**src/rtl/player_motion_if.sv**
```systemverilog
// Maze BRAM read port used by player_motion: address out, registered data back one cycle later.
interface player_motion_if;
    logic [7:0] bram_addr;
    logic [8:0] bram_data_out;

    modport master (output bram_addr, input bram_data_out);
    modport slave  (input bram_addr, output bram_data_out);
endinterface

```
**src/rtl/player_motion.sv**
```systemverilog
// Grid-movement controller: button -> wall/bot check via maze BRAM -> 7-step tile slide.
// Produces committed player cell, sub-tile scroll offsets and facing direction.
module player_motion #(
    parameter int MAZE_SIZE = 16,
    parameter int START_X   = 1,
    parameter int START_Y   = 1,
    parameter int START_DIR = 2
) (
    input  logic                  clk,
    input  logic                  reset,
    input  logic                  en,
    input  logic                  step_tick,
    input  logic                  btn_up,
    input  logic                  btn_right,
    input  logic                  btn_down,
    input  logic                  btn_left,
    input  logic [3:0]            botX,
    input  logic [3:0]            botY,
    player_motion_if.master       bram,
    output logic [3:0]            playerX,
    output logic [3:0]            playerY,
    output logic [2:0]            chunkX,
    output logic [2:0]            chunkY,
    output logic [1:0]            dir,
    output logic                  moving,
    output logic                  blocked,
    output logic                  move_done
);

    typedef enum logic [2:0] {IDLE, FETCH, CHECK, SLIDE_OUT, SLIDE_IN} state_t;

    localparam logic [2:0] CENTRE = 3'd3;
    localparam logic [2:0] EDGE_HI = 3'd6;

    state_t     state;
    logic [3:0] tgt_x, tgt_y;
    logic       mv_horiz;
    logic       mv_pos;

    logic       btn_any;
    logic [1:0] btn_dir;
    logic [4:0] nx5, ny5;
    logic       off_grid;
    logic [7:0] tgt_addr;
    logic [2:0] chunk_cur, chunk_fwd, chunk_nxt;
    logic       at_edge;

    logic unused_bram_bits;
    assign unused_bram_bits = ^bram.bram_data_out[8:1];

    // NOTE: every variable gets a default at the top of always_comb so no path infers a latch.
    always_comb begin
        btn_any = btn_up | btn_right | btn_down | btn_left;
        btn_dir = 2'd0;
        if (btn_up)         btn_dir = 2'd0;
        else if (btn_right) btn_dir = 2'd1;
        else if (btn_down)  btn_dir = 2'd2;
        else if (btn_left)  btn_dir = 2'd3;

        // 5-bit target so that 0-1 and 15+1 both land at or beyond MAZE_SIZE
        nx5 = {1'b0, playerX};
        ny5 = {1'b0, playerY};
        unique case (btn_dir)
            2'd0: ny5 = ny5 - 5'd1;
            2'd1: nx5 = nx5 + 5'd1;
            2'd2: ny5 = ny5 + 5'd1;
            2'd3: nx5 = nx5 - 5'd1;
        endcase
        off_grid = (nx5 >= 5'(MAZE_SIZE)) || (ny5 >= 5'(MAZE_SIZE));
        tgt_addr = 8'(int'(ny5) * MAZE_SIZE + int'(nx5));

        chunk_cur = mv_horiz ? chunkX : chunkY;
        chunk_fwd = mv_pos ? chunk_cur + 3'd1 : chunk_cur - 3'd1;
        at_edge   = mv_pos ? (chunk_cur == EDGE_HI) : (chunk_cur == 3'd0);
        chunk_nxt = chunk_fwd;
        if (state == SLIDE_OUT && at_edge)
            chunk_nxt = mv_pos ? 3'd0 : EDGE_HI;
    end

    // NOTE: all state and outputs are registered with non-blocking assignments; pulses are
    // cleared by default each enabled cycle and set only on the cycle they fire.
    always_ff @(posedge clk) begin
        if (reset) begin
            state          <= IDLE;
            playerX        <= 4'(START_X);
            playerY        <= 4'(START_Y);
            chunkX         <= CENTRE;
            chunkY         <= CENTRE;
            dir            <= 2'(START_DIR);
            bram.bram_addr <= 8'd0;
            moving         <= 1'b0;
            blocked        <= 1'b0;
            move_done      <= 1'b0;
            tgt_x          <= 4'd0;
            tgt_y          <= 4'd0;
            mv_horiz       <= 1'b0;
            mv_pos         <= 1'b0;
        end else if (!en) begin
            blocked   <= 1'b0;
            move_done <= 1'b0;
        end else begin
            blocked   <= 1'b0;
            move_done <= 1'b0;
            unique case (state)
                IDLE: begin
                    if (btn_any) begin
                        dir <= btn_dir;
                        if (off_grid) begin
                            blocked <= 1'b1;
                        end else begin
                            bram.bram_addr <= tgt_addr;
                            tgt_x          <= nx5[3:0];
                            tgt_y          <= ny5[3:0];
                            mv_horiz       <= btn_dir[0];
                            mv_pos         <= (btn_dir == 2'd1) || (btn_dir == 2'd2);
                            moving         <= 1'b1;
                            state          <= FETCH;
                        end
                    end
                end
                FETCH: state <= CHECK;
                CHECK: begin
                    if (bram.bram_data_out[0] || (tgt_x == botX && tgt_y == botY)) begin
                        blocked <= 1'b1;
                        moving  <= 1'b0;
                        state   <= IDLE;
                    end else begin
                        state <= SLIDE_OUT;
                    end
                end
                SLIDE_OUT: begin
                    if (step_tick) begin
                        if (mv_horiz) chunkX <= chunk_nxt;
                        else          chunkY <= chunk_nxt;
                        if (at_edge) begin
                            // the non-moving axis of the target equals the current cell
                            playerX <= tgt_x;
                            playerY <= tgt_y;
                            state   <= SLIDE_IN;
                        end
                    end
                end
                SLIDE_IN: begin
                    if (step_tick) begin
                        if (mv_horiz) chunkX <= chunk_nxt;
                        else          chunkY <= chunk_nxt;
                        if (chunk_nxt == CENTRE) begin
                            moving    <= 1'b0;
                            move_done <= 1'b1;
                            state     <= IDLE;
                        end
                    end
                end
                default: state <= IDLE;
            endcase
        end
    end

endmodule
```
**src/flat_wrapper.sv**
```systemverilog
// flat-port wrapper written by rule: the top's interface ports become plain ports
module player_motion_flat 
#(
    parameter int MAZE_SIZE = 16,
    parameter int START_X   = 1,
    parameter int START_Y   = 1,
    parameter int START_DIR = 2
)
  (clk, reset, en, step_tick, btn_up, btn_right, btn_down, btn_left, botX, botY, playerX, playerY, chunkX, chunkY, dir, moving, blocked, move_done, bram_bram_addr, bram_bram_data_out);
  player_motion_if bram_i ();
  input  logic clk;
  input  logic reset;
  input  logic en;
  input  logic step_tick;
  input  logic btn_up;
  input  logic btn_right;
  input  logic btn_down;
  input  logic btn_left;
  input  logic [3:0] botX;
  input  logic [3:0] botY;
  output logic [3:0] playerX;
  output logic [3:0] playerY;
  output logic [2:0] chunkX;
  output logic [2:0] chunkY;
  output logic [1:0] dir;
  output logic moving;
  output logic blocked;
  output logic move_done;
  output wire logic [$bits(bram_i.bram_addr)-1:0] bram_bram_addr;
  input wire logic [$bits(bram_i.bram_data_out)-1:0] bram_bram_data_out;
  assign bram_bram_addr = bram_i.bram_addr;
  assign bram_i.bram_data_out = bram_bram_data_out;
  player_motion #(.MAZE_SIZE(MAZE_SIZE), .START_X(START_X), .START_Y(START_Y), .START_DIR(START_DIR)) u_core (.clk(clk), .reset(reset), .en(en), .step_tick(step_tick), .btn_up(btn_up), .btn_right(btn_right), .btn_down(btn_down), .btn_left(btn_left), .botX(botX), .botY(botY), .bram(bram_i), .playerX(playerX), .playerY(playerY), .chunkX(chunkX), .chunkY(chunkY), .dir(dir), .moving(moving), .blocked(blocked), .move_done(move_done));
endmodule
```
**config.mk**
```make
export PLATFORM = sky130hd
export DESIGN_NAME = player_motion_flat
export DESIGN_NICKNAME = d
export VERILOG_FILES = /design/src/rtl/player_motion_if.sv /design/src/rtl/player_motion.sv /design/src/flat_wrapper.sv
export SDC_FILE = /design/constraint.sdc
export NUM_CORES = 1
export LEC_CHECK = 0
export BUFFER_PORTS_ARGS = -buffer_cell sky130_fd_sc_hd__buf_2
export CORE_ASPECT_RATIO = 1.5
export CORE_MARGIN = 5
export CORE_UTILIZATION = 40
export DETAILED_ROUTE_END_ITERATION = 8
export GPL_ROUTABILITY_DRIVEN = 0
export SKIP_CTS_REPAIR_TIMING = 1
export SYNTH_ARGS = -nofsm -noshare
export SYNTH_HDL_FRONTEND = slang
export SYNTH_SLANG_ARGS = --single-unit
```
**constraint.sdc**
```tcl
create_clock -name clk -period 7.7 [get_ports clk]
set_input_delay 1.155 -clock clk [delete_from_list [all_inputs] [get_ports clk]]
set_output_delay 1.155 -clock clk [all_outputs]
set_load 0.02 [all_outputs]
```
==> metrics list <==
- The flow ran to the end, and the final reports show no timing, DRC or antenna violations.
* CP startpoint kind: primary input
- Wire length of the first global-routing pass: 9404 um
- Antenna violations before repair: 0
- WHS: 0.4768 ns
* Portion of total power attributed to sequential cells: 45.7%
- CTS saw 36 sinks.
- TritonCTS created 5 clock buffers.
* Synth Net Count: 302
- Maximum number of buffers from clock root to sink: 2
- Clock input transition at the sequential cells of the worst setup and hold paths: 0.07 ns
- The count of nets left with antenna violations once routing finished came out at 0.
- Of the total synthesized cell area, the portion taken by XOR and XNOR cells is 8.131%.
* Cells on worst reg2reg path: 8
- At the end of the flow, the number of nets in the layout was 337.
- Violation count after the first detailed-routing iteration: 81
- After synthesis, flip-flops and latches occupy 31.86% of the total area.
- Overall track demand over capacity in global routing: 16.33%
- Number of rows in the core area: 33
* Highest Clock Rate: 249.6 MHz
- Internal power comes to 319.6 uW.
- Switching part of the total power: 31.80%
- CTS Root Buffer Type: clkbuf_8
* Total inserted antenna cells: 0
* CP max FO: 20
* Simple-gate share of the synthesized area: 19.41%
* Critical setup path kind: primary input to register
* Sum of negative setup slack: 0 ns
- Setup repair after global routing left no endpoint under its margin.
- Count of pins on the block boundary: 52
- Per report_power, the combinational group accounts for 22.7% of the total.
- Fin. Hold Viols: 0
- After detailed routing, the average wire length per cell comes to 15.42 um.
- Crit path max-delay cell type: nor3_1
- Width of the die: 71.40 um
- The Yosys step of the flow raised 0 warnings.
- In this run the vertical extent of the chip is 102.1 um.
* Worst voltage drop across the vdd grid: 0.1085 mV
* Setup crit end kind: register
* Delay contributed by the slowest stage of the critical path: 0.60 ns
- Port Buffers: 43
- Global routing consumed, on the met3 layer, 3.051% of the routing resources.
- Total power for the finished layout comes to 468.7 uW.
- Die outline area: 7290 sq um
- For the worst setup path, the data required time is 7.85 ns.
* Area growth from synthesis to layout: 14.66%
- Summing all placed instances gives a cell area of 2497 sq um.
* Number of distinct library cells after synthesis: 56
- Post-route cell area: 2594 sq um
- Drt drc: 0
* Number of global-route vias before repair: 1983
* Syn avg cell area: 8.504 sq um
- Number of synthesized flops with an enable pin: 0
- Data arrival time at the worst-slack endpoint: 4.15 ns
- After layout, the minimum clock period comes to 4.006 ns.
- Final setup violation count: 0
* Share of synthesized cell area in full adder, half adder and majority cells: 6.748%
* Most used DFF post-synth: dfxtp_1
- Clock network fraction of design power: 31.6%
- Gate Count Post-Synth: 266
* Hold-critical path depth: 2
- Summed over all nets, the half-perimeter wirelength after detailed placement is 4231 um.
- By area, the combinational part of the netlist is dominated by simple AND/OR/NAND/NOR gates.
- Via density: 5.633
- Summed over all nets, the switching power comes to 149.1 uW.
- Cell family with most CP delay: compound AO/OA/AOI/OAI gates
- Power density over the cells: 180.7 nW/um^2
- Fin Clk Skew: 0.004254 ns
- The cell area that synthesis handed to floorplanning was 2262 sq um.
* Max-cap violation count: 0
* Finished Layout Cells: 371
- Routed via count: 2090
* Total leakage power: 1.085 nW
- For this run, asynchronously set or reset flops after synthesis account for 0%.
- In the synthesized netlist, mux cells make up 8.905% of the area.
- The signal on the critical path passes through buf_2, nor3_1, ha_1, inv_1, ha_1, nand2b_1, a21oi_1, xnor2_1, mux2_2, a2111oi_0, a311oi_1.
- TritonCTS built the clock tree.
- Including well taps, the total number of placed cells is 364.
- GR Layer Usage met1: 18.69%
- At the later pin of the worst-skew pair, clock insertion delay measures 0.29 ns.
* Largest net degree at the start of global routing: 33
- Slew of the pin with the lowest slew margin: 0.8316 ns
* Count of pins over their slew limit: 0
* Initial Util: 41.19%
- Busiest metal layer after global routing: met2
- Ratio of final minimum period to clock period: 52.03%
* HP Class: register to register
- The routed design has 5720 um of wire.
* Iteration count of the initial detailed-routing pass: 4
* Core Area: 5492 sq um
- Worst relative slew slack: 42.98%
- Critical path buffer and inverter count: 2
- Congestion Overflow GR: 0
* Compound-cell area share of the yosys netlist: 19.25%
- Depth of the critical timing path with buffers and inverters included: 11
* Most frequent cell on the critical path: ha_1
- The H-tree was split into 2 levels.
* Count of state elements after synthesis: 36
* Fraction of met2 tracks used by global routing: 28.05%
- Fraction of layout cells with a size suffix above 1: 21.59%
-- power groups by stage --
stage          clock network [mW]  registers [mW]  logic (mW)
2_1_floorplan                   0           0.218      0.0772
3_3_place_gp                    0           0.218       0.106
3_5_place_dp                    0           0.219       0.106
4_1_cts                     0.152           0.214       0.107
5_1_grt                     0.159           0.216       0.118
6_report                    0.148           0.214       0.107
-- worst min-delay path, stage by stage, from the launching register on --
cell,delay (ns)
dfxtp_1,0.31
o21ai_0,0.07
a21oi_1,0.06
-- worst paths after layout --
path | from | endpoint | slack, ns
setup / recovery | btn_up | u_core.moving | 3.69
hold / removal | u_core.bram.bram_addr[6] | u_core.bram.bram_addr[6] | 0.48
setup reg to reg | u_core.playerY[0] | u_core.moving | 5.03
hold reg to reg | u_core.bram.bram_addr[6] | u_core.bram.bram_addr[6] | 0.48
-- state kept, by name (all words and copies together), names as in the netlist, 2 cells and up --
signal / count
u_core.chunkY: 3
u_core.state: 3
u_core.tgt_y: 4
u_core.playerY: 4
u_core.chunkX: 3
u_core.bram.bram_addr: 8
u_core.playerX: 4
u_core.dir: 2
-- cell families (layout without fill, tap and decap cells) --
| logic type | Yosys count | count (layout) |
|---|---|---|
| xor+xnor | 21 | 21 |
| compound gates | 63 | 63 |
| flops | 36 | 36 |
| simple gates | 88 | 88 |
| buf+inv | 28 | 63 |
| mux | 19 | 19 |
| fa+ha+maj | 11 | 11 |
-- Yosys cell counts (3+ instances only) --
| library cell | number | area (sq um) |
|---|---|---|
| nor3_1 | 8 | 40.04 |
| nand2_1 | 14 | 52.55 |
| xnor2_1 | 11 | 96.34 |
| dfxtp_1 | 36 | 720.7 |
| a311oi_1 | 7 | 61.31 |
| o31ai_1 | 3 | 22.52 |
| nor2b_1 | 3 | 18.77 |
| nor4_1 | 4 | 25.02 |
| inv_1 | 10 | 37.54 |
| o21ai_0 | 6 | 30.03 |
| o211ai_1 | 3 | 22.52 |
| buf_2 | 7 | 35.03 |
| xor2_1 | 10 | 87.58 |
| mux2i_1 | 15 | 150.1 |
| nor2_1 | 29 | 108.9 |
| clkbuf_1 | 8 | 30.03 |
| nand3_1 | 12 | 60.06 |
| ha_1 | 9 | 112.6 |
| a21oi_1 | 22 | 110.1 |
-- through the flow --
step	utilization, %	setup WS, ns
3_5_place_dp	45.48	3.437
4_1_cts	47.23	3.736
6_report	47.23	3.694
5_1_grt	47.23	3.557
2_1_floorplan	-	4.127
3_3_place_gp	45.48	3.468
-- cells in the final DEF (no fill, tap or decap), drive strengths merged, types with 10 or more instances in the layout --
| master | n |
|---|---|
| xnor2 | 11 |
| mux2i | 16 |
| xor2 | 10 |
| a21oi | 24 |
| dfxtp | 36 |
| nand2 | 14 |
| nand3 | 12 |
| buf | 45 |
| nor2 | 30 |
| inv | 11 |
-- area by class of cell --
cell class | instances | area, sq um
Tap cell | 70 | 87.58
Clock buffer | 7 | 96.34
Inverter | 11 | 41.29
Fill cell | 581 | 2898
Sequential cell | 36 | 720.7
Multi-Input combinational cell | 202 | 1418
Timing Repair Buffer | 45 | 230.2
-- per-layer routing --
| layer | up-vias | share of wire, % |
|---|---|---|
| li1 | 1028 | - |
| met4 | 0 | 3.7 |
| met5 | - | 0 |
| met2 | 54 | 51 |
| met1 | 991 | 42 |
| met3 | 17 | 3.8 |
No activity file was read; power rests on OpenSTA's default activity.
